### src/rtl/vend_pkg.sv
// Purpose : shared types and default coin values for the parametrised vending
//           controller (vend_fsm_param) and its coin adder (vend_coin_sum).
// Contents: vend_state_e state encoding, default price/coin constants.
package vend_pkg;

   typedef enum logic [1:0] {
      IDLE    = 2'd0,
      COLLECT = 2'd1,
      VEND    = 2'd2,
      REFUND  = 2'd3
   } vend_state_e;

   localparam int PRICE_DEF   = 15;
   localparam int NICKEL_DEF  = 5;
   localparam int DIME_DEF    = 10;
   localparam int QUARTER_DEF = 25;

endpackage

### src/rtl/vend_coin_sum.sv
// Purpose : combinational value of the coins presented in one cycle.
//           Simultaneous pulses are all counted.
// Ports   : N, D, Q  in   coin pulses (nickel, dime, quarter)
//           sum      out  SUM_W-bit total value in cents
module vend_coin_sum #(
   parameter int NICKEL_V  = 5,
   parameter int DIME_V    = 10,
   parameter int QUARTER_V = 25,
   parameter int SUM_W     = 6
) (
   input  logic             N,
   input  logic             D,
   input  logic             Q,
   output logic [SUM_W-1:0] sum
);

   localparam logic [SUM_W-1:0] NV = SUM_W'(NICKEL_V);
   localparam logic [SUM_W-1:0] DV = SUM_W'(DIME_V);
   localparam logic [SUM_W-1:0] QV = SUM_W'(QUARTER_V);

   always_comb begin
      sum = (N ? NV : '0) + (D ? DV : '0) + (Q ? QV : '0);
   end

endmodule

### src/rtl/vend_fsm_param.sv
// Purpose : coin-accumulating vending controller. Sums coin pulses into a
//           credit register and pulses out_value whenever credit reaches PRICE;
//           cancel refunds all credit (including coins in the cancel cycle).
// Ports   : clk         in   system clock, rising edge
//           reset       in   asynchronous active-low reset
//           N, D, Q     in   coin pulses
//           cancel      in   refund request pulse
//           out_value   out  vend pulse, one cycle per item
//           change      out  returned cents, zero unless change_vld
//           change_vld  out  change/refund pulse
//           credit      out  registered credit
//           busy        out  high in VEND/REFUND; inputs dropped that cycle
// Config  : VEND_CHANGE_RETURN_EN defined -> excess returned with the vend
//           pulse and credit cleared; undefined -> excess kept as credit.
//
//  state   | meaning
//  IDLE    | no credit held
//  COLLECT | 0 < credit < PRICE, accepting coins
//  VEND    | one-cycle vend pulse, inputs ignored
//  REFUND  | one-cycle refund pulse, inputs ignored
module vend_fsm_param
   import vend_pkg::*;
#(
   parameter  int PRICE     = PRICE_DEF,
   parameter  int NICKEL_V  = NICKEL_DEF,
   parameter  int DIME_V    = DIME_DEF,
   parameter  int QUARTER_V = QUARTER_DEF,
   localparam int CREDIT_W  = $clog2(PRICE + NICKEL_V + DIME_V + QUARTER_V + 1)
) (
   input  logic                clk,
   input  logic                reset,
   input  logic                N,
   input  logic                D,
   input  logic                Q,
   input  logic                cancel,
   output logic                out_value,
   output logic [CREDIT_W-1:0] change,
   output logic                change_vld,
   output logic [CREDIT_W-1:0] credit,
   output logic                busy
);

   if (PRICE < 1 || PRICE > 255) begin : g_price_chk
      $error("vend_fsm_param: PRICE must be in 1..255");
   end

   localparam logic [CREDIT_W-1:0] PRICE_C = CREDIT_W'(PRICE);

   vend_state_e         r_state, w_state_nxt;
   logic [CREDIT_W-1:0] r_credit, w_credit_nxt;
   logic [CREDIT_W-1:0] r_change, w_change_nxt;
   logic                r_out_value, w_out_nxt;
   logic                r_change_vld, w_vld_nxt;
   logic                r_busy, w_busy_nxt;
   logic [CREDIT_W-1:0] w_sum;
   logic [CREDIT_W-1:0] w_tot;
`ifdef VEND_CHANGE_RETURN_EN
   logic [CREDIT_W-1:0] w_excess;
`endif

   vend_coin_sum #(
      .NICKEL_V  (NICKEL_V),
      .DIME_V    (DIME_V),
      .QUARTER_V (QUARTER_V),
      .SUM_W     (CREDIT_W)
   ) u_coin_sum (
      .N   (N),
      .D   (D),
      .Q   (Q),
      .sum (w_sum)
   );

   // Credit is always below PRICE while collecting, so tot cannot overflow.
   assign w_tot = r_credit + w_sum;
`ifdef VEND_CHANGE_RETURN_EN
   assign w_excess = w_tot - PRICE_C;
`endif

   always_ff @(posedge clk or negedge reset) begin
      if (!reset) begin
         r_state      <= IDLE;
         r_credit     <= '0;
         r_change     <= '0;
         r_out_value  <= 1'b0;
         r_change_vld <= 1'b0;
         r_busy       <= 1'b0;
      end else begin
         r_state      <= w_state_nxt;
         r_credit     <= w_credit_nxt;
         r_change     <= w_change_nxt;
         r_out_value  <= w_out_nxt;
         r_change_vld <= w_vld_nxt;
         r_busy       <= w_busy_nxt;
      end
   end

   always_comb begin
      w_state_nxt  = r_state;
      w_credit_nxt = r_credit;
      w_change_nxt = '0;
      w_out_nxt    = 1'b0;
      w_vld_nxt    = 1'b0;
      w_busy_nxt   = 1'b0;
      case (r_state)
         IDLE, COLLECT: begin
            // Cancel wins over coins; the coins of that cycle go back too.
            if (cancel && (w_tot != '0)) begin
               w_state_nxt  = REFUND;
               w_change_nxt = w_tot;
               w_vld_nxt    = 1'b1;
               w_credit_nxt = '0;
               w_busy_nxt   = 1'b1;
            end else if (w_tot >= PRICE_C) begin
               w_state_nxt = VEND;
               w_out_nxt   = 1'b1;
               w_busy_nxt  = 1'b1;
`ifdef VEND_CHANGE_RETURN_EN
               w_credit_nxt = '0;
               w_change_nxt = w_excess;
               w_vld_nxt    = (w_excess != '0);
`else
               w_credit_nxt = w_tot - PRICE_C;
`endif
            end else if (w_tot != '0) begin
               w_state_nxt  = COLLECT;
               w_credit_nxt = w_tot;
            end else begin
               w_state_nxt  = IDLE;
               w_credit_nxt = '0;
            end
         end
         VEND: begin
`ifdef VEND_CHANGE_RETURN_EN
            w_state_nxt  = IDLE;
            w_credit_nxt = '0;
`else
            // Rolled-over credit may still cover another item.
            if (r_credit >= PRICE_C) begin
               w_state_nxt  = VEND;
               w_credit_nxt = r_credit - PRICE_C;
               w_out_nxt    = 1'b1;
               w_busy_nxt   = 1'b1;
            end else if (r_credit != '0) begin
               w_state_nxt = COLLECT;
            end else begin
               w_state_nxt = IDLE;
            end
`endif
         end
         REFUND: begin
            w_state_nxt  = IDLE;
            w_credit_nxt = '0;
         end
         default: begin
            w_state_nxt  = IDLE;
            w_credit_nxt = '0;
         end
      endcase
   end

   assign out_value  = r_out_value;
   assign change     = r_change;
   assign change_vld = r_change_vld;
   assign credit     = r_credit;
   assign busy       = r_busy;

endmodule

### config.mk
export PLATFORM = sky130hd
export DESIGN_NAME = vend_fsm_param
export DESIGN_NICKNAME = d
export VERILOG_FILES = /design/src/rtl/vend_pkg.sv /design/src/rtl/vend_coin_sum.sv /design/src/rtl/vend_fsm_param.sv
export SDC_FILE = /design/constraint.sdc
export NUM_CORES = 1
export LEC_CHECK = 0
export CORE_MARGIN = 5
export CORE_UTILIZATION = 54
export DETAILED_ROUTE_END_ITERATION = 6
export GPL_ROUTABILITY_DRIVEN = 1
export PLACE_DENSITY_LB_ADDON = 0.15
export SETUP_SLACK_MARGIN = 0.02
export SLEW_MARGIN = 20
export SYNTH_ARGS = -nofsm -noshare
export SYNTH_HDL_FRONTEND = slang
export SYNTH_HIERARCHICAL = 1
export SYNTH_SLANG_ARGS = --single-unit
### constraint.sdc
create_clock -name clk -period 3.4 [get_ports clk]
set_input_delay 0.68 -clock clk [delete_from_list [all_inputs] [get_ports clk]]
set_output_delay 0.68 -clock clk [all_outputs]
set_load 0.01 [all_outputs]
# Word level (Yosys, flattened, before mapping)
# Cells that the tools add are included.
# Widths: inputs -> output; s select.
# op_classes
bitwise_logic	0
shift	0
add_sub_neg	5
eq_ne	4
multipliers	0
order_cmp	2
reduce_logical	5
n_div	0
n_mux	24
# ops
cell	count
$mux 6	6
$add 6x6->6	3
$pmux 6 s3	1
$ge 6x4->1 const B	2
$reduce_bool 6->1	2
$sub 6x4->6 const B	2
$mux 1	8
$mux 2	3
$pmux 2 s3	1
$mux 5	1
$eq 2x2->1 const B	2
$mux 4	1
$pmux 1 s2	2
$mux 3	1
$eq 2x1->1 const B	1
$logic_not 2->1	1
$ne 2x2->1 const B	1
$reduce_or 2->1	1
$logic_and 1x1->1	1
# word_totals
n_memories	0
wordCells	46
ram_bits	0
latch_bits	0
register_bits	17
output_inout_bits	15
inputBits	6
rom_bits	0

# Depth between registers and ports, before layout
# depth
word_depth	9
mapped_depth	12
depth_no_buf	12

# By module
# Netlist, hierarchy kept.
# modules_own_cells
mod	n_inst	cells_each	seq_area_each_um2	area_per_inst_um2
vend_fsm_param	1	131	425.4	1271.2
vend_coin_sum	1	15	0.0	140.1

# Worst setup path after synthesis
# No wires, ideal clock.
# synth_timing
path_type	input to register
start	in N
end	reg r_credit[3], in the netlist credit[3]
cell_stages	12
setup_time_ps	87
required_time_ps	3313
setup_slack_ps	-62
arrival_time_ps	3375
n_path_buf	0
cell_sequence	ha_1 > ha_1 > fa_1 > inv_1 > ha_1 > or3b_1 > o22ai_2 > nor2_1 > or3_4 > a21oi_4 > o21ai_1 > a211oi_2
# synth_between
elab_chain_len	9
word_cells_on_any_way	12
cone_classes	4 x add/sub; 1 x order compare; 5 x mux; 2 x reduce/logical
# synth_rtl
element	line_no	text
start: declaration	vend_fsm_param.sv:32	input logic N,
$mux 3 *	vend_coin_sum.sv:22	sum = (N ? NV : '0) + (D ? DV : '0) + (Q ? QV : '0);
$add 6x6->6 * (2 in a row)	vend_coin_sum.sv:22	
via w_sum[1]	vend_fsm_param.sv:55	logic [CREDIT_W-1:0] w_sum;
$add 6x6->6 *	vend_fsm_param.sv:74	assign w_tot = r_credit + w_sum;
branches (longest 3 deep; another with $sub 6x4->6)	-	
$mux 6 *	vend_fsm_param.sv:107	if (cancel && (w_tot != '0)) begin
$pmux 6 s3 *	vend_fsm_param.sv:104	case (r_state)
end signal: assignment	vend_fsm_param.sv:89	r_credit <= w_credit_nxt;
end: declaration	vend_fsm_param.sv:50	logic [CREDIT_W-1:0] r_credit, w_credit_nxt;
# Mark *: on every way through the listed nets, which the timed path passes.
# A chain may end at the register's enable or synchronous reset.

# Final worst setup path
# Same ends and word-level chain as after synthesis.

==> flow_metrics.tcl <==
set metrics [dict create \
    grt_usage_pct 23.78 \
    htree_levels 1 \
    antenna_cells 0 \
    timing.final.crit_share_pct 96.23 \
    grt_max_degree 18 \
    hold_class "reg -> reg" \
    placedCellCount 223 \
    async_flop_share_pct 100.0 \
    firstDrtPassIters 7 \
    maxCapViolCount 0 \
    die_w_microns 61.13 \
    yosysWarnings 6 \
    drt_wl_total_microns 3964 \
    yosysTopAreaCell "dfrtp_1" \
    design.core.area_sq_mm 0.002500 \
    max-vdd-ir-drop_mv 0.8664 \
    initial_core_util_pct 56.46 \
    core.rowCount 18 \
    cp_cell_sequence "clkbuf_2, ha_4, ha_4, fa_1, inv_2, ha_4, or3b_4, o22ai_4, nor2_2, or3_4, a21oi_4, o21ai_2, a211oi_2" \
    layout-drive-gt1-share_pct 34.83 \
    ys_seq_area_share_pct 30.14 \
    p_sw_mw 0.9125 \
    synthCells 146 \
    worstMarginPinSlew_ns 0.7551 \
    fin_nets 223 \
    hpwl_microns 2951 \
    numCtsBuffers 3 \
    rsz0062_at_grt "no" \
    cp_num_buf_inv 2 \
    status "finished clean" \
    pwr-share-comb_pct 76.3 \
    critPathArrivalTime_ns 3.49 \
    relSlewSlack_pct 49.50 \
    root_buffer "clkbuf_4" \
    path_clk_slew_ns 0.10 \
    critPathCaptureType "flop" \
    max_freq_mhz 305.7 \
    cpPeakStageDelay_ns 0.50 \
    post-route-drc-count 0 \
    drt_iter0_drc 110 \
    required_ns 3.62 \
    grt_antenna_before_repair 0 \
    hold_ws_ns 0.6615 \
    regToRegSetupSlack_ns 0.33 \
    cts_hold_buf 0 \
    total_power_mw 1.995 \
    num_vias 1358 \
    grt_pass1_vias 1391 \
    p_per_area_mw_per_mm2 991.2 \
    ys_ff_latch 17 \
    io_pins 21 \
    clkLatencyLatePin_ns 0.29 \
    ys_types 46 \
    syn_to_final_growth_pct 42.64 \
    clockPowerShare_pct 5.4 \
    tritoncts "built" \
    seq_power_share_pct 18.3 \
    finalSetupViolations 0 \
    period_needed_ns 3.272 \
    vias_per_cell 5.879 \
    finalHoldViolCount 0 \
    power.leakage_nw 0.8927 \
    overflow 0 \
    p_int_mw 1.083 \
    gpl.final_weighted_congestion 0.8976 \
    cp_max_fo 5 \
    ant_nets 0 \
    crit_type "in -> reg" \
    crit_top_cell "ha_4" \
    synthesis.area_sq_mm 0.001411 \
    synth.area.top_cells "dfrtp_1, ha_1, nor2_1" \
    fin_skew_ns 0.005249 \
    fill_cells 161 \
    crit_slowest_cell "fa_1" \
    synth_edf_count 0 \
    place_ws_ns -0.5650 \
    critPathLaunchType "primary input" \
    critPathTopFamily "adder cells" \
    dieHeight_microns 61.13 \
    cts_sinks 17 \
    ys.flop_type "dfrtp_1" \
    synth_top_area_share_pct 30.14 \
    worst_slack_ns 0.1283 \
    stdcell_count 231 \
    switching_share_pct 45.73 \
    setup_tns_ns 0 \
    io_buffer_count 20 \
    cts_buffer_depth 2 \
    wl_per_cell_microns 17.16 \
    grt_pass1_wl_microns 6410 \
    die_area_sq_mm 0.003736 \
    syn_area_per_cell_sq_um 9.667 \
    synth_nets 167 \
    drv_slew 0 \
]
==> tightest hold or removal path, stage by stage (launching register included) <==
cell     delay (ns)
dfrtp_1        0.42
a21oi_4        0.07
nand2_2        0.09
nand2_1        0.05
==> repair_timing <==
item	CTS	global route
setup endpoints to repair	11	9
setup buffers	1	3
gates resized for setup	14	10
pin swaps	17	11
==> cells by family (layout without fill, tap and decap cells) <==
logic type / count (synthesis) / in the layout / share of synthesized area (%)
compound gates: 35 / 35 / 21.72
xor+xnor: 15 / 15 / 10.37
fa+ha+maj: 15 / 15 / 13.83
buf+inv: 10 / 65 / 3.723
flops: 17 / 17 / 30.14
mux: 1 / 1 / 0.7978
simple gates: 53 / 53 / 19.42
==> metal layers <==
| metal | part of all wire, % | global-route usage [%] |
|---|---|---|
| met4 | 2.0 | 8.669 |
| met1 | 41 | 27.99 |
| met5 | 0 | 0 |
| met3 | 6.9 | 6.080 |
| met2 | 51 | 41.54 |
==> cell type report <==
class	count	area [sq um]	share of cell area, %
Clock buffer	4	26.28	1.305
Inverter	8	30.03	1.492
Multi-Input combinational cell	119	1047	52.02
Sequential cell	17	425.4	21.13
Tap cell	30	37.54	1.865
Timing Repair Buffer	53	446.7	22.19
==> power groups by stage <==
stage,logic [mW],clock network (mW),registers [mW]
floorplan,0.832,0,0.381
global placement,1.36,0,0.364
detailed placement,1.40,0,0.370
CTS,1.46,0.112,0.366
global route,1.65,0.119,0.377
finish,1.52,0.108,0.365
==> sequential cells by signal, indices dropped and copies added (netlist names) <==
| name | cells |
|---|---|
| r_state | 2 |
| change | 6 |
| out_value | 1 |
| change_vld | 1 |
| busy | 1 |
| credit | 6 |
==> cells in the mapped netlist (2+ instances only) <==
cell,n
ha_1,14
nor3_1,3
nand2_1,12
dfrtp_1,17
a311o_1,2
o21ai_0,5
o21ai_1,2
and3_1,2
nor2_1,19
a211oi_2,4
xor2_1,6
a221o_1,2
a21oi_1,5
nand3_1,4
xnor2_2,2
inv_1,8
o22ai_1,2
a21o_1,2
xnor2_1,7
buf_6,2
==> through the flow <==
stage | cell area (sq um) | utilization [%]
6_report | 2013 | 80.53
3_3_place_gp | 1899 | 75.98
4_1_cts | 1987 | 79.48
5_1_grt | 2013 | 80.53
2_1_floorplan | 1466 | -
3_5_place_dp | 1899 | 75.98
==> layout by cell type (no fill, tap or decap), types with 2 or more instances in the layout <==
| cell | Yosys | final |
|---|---|---|
| a211oi_2 | 4 | 4 |
| a21o_1 | 2 | 2 |
| a21oi_1 | 5 | 4 |
| a221o_1 | 2 | 2 |
| a311o_1 | 2 | 2 |
| and3_1 | 2 | 2 |
| buf_4 | 0 | 31 |
| buf_6 | 2 | 3 |
| clkbuf_2 | 0 | 2 |
| clkbuf_4 | 0 | 3 |
| clkdlybuf4s50_1 | 0 | 17 |
| dfrtp_1 | 17 | 17 |
| ha_1 | 14 | 8 |
| ha_4 | 0 | 6 |
| inv_1 | 8 | 7 |
| nand2_1 | 12 | 11 |
| nand3_1 | 4 | 4 |
| nor2_1 | 19 | 17 |
| nor2_2 | 0 | 2 |
| nor3_1 | 3 | 3 |
| o21ai_0 | 5 | 5 |
| xnor2_1 | 7 | 7 |
| xnor2_2 | 2 | 2 |
| xor2_1 | 6 | 5 |
==> worst paths after layout <==
| check | start | endpoint | cells past startpoint |
|---|---|---|---|
| min in group asynchronous | reset | credit[2]$_DFFE_PN0P_ | 1 |
| worst min-delay path | r_state[1]$_DFF_PN0_ | out_value$_DFF_PN0_ | 3 |
| worst max-delay path | N | credit[3]$_DFFE_PN0P_ | 13 |
| max in group asynchronous | reset | change[0]$_DFF_PN0_ | 1 |
| worst min register to register | r_state[1]$_DFF_PN0_ | out_value$_DFF_PN0_ | 3 |
| worst max register to register | credit[0]$_DFFE_PN0P_ | credit[3]$_DFFE_PN0P_ | 11 |
No activity file was read; power rests on OpenSTA's default activity.
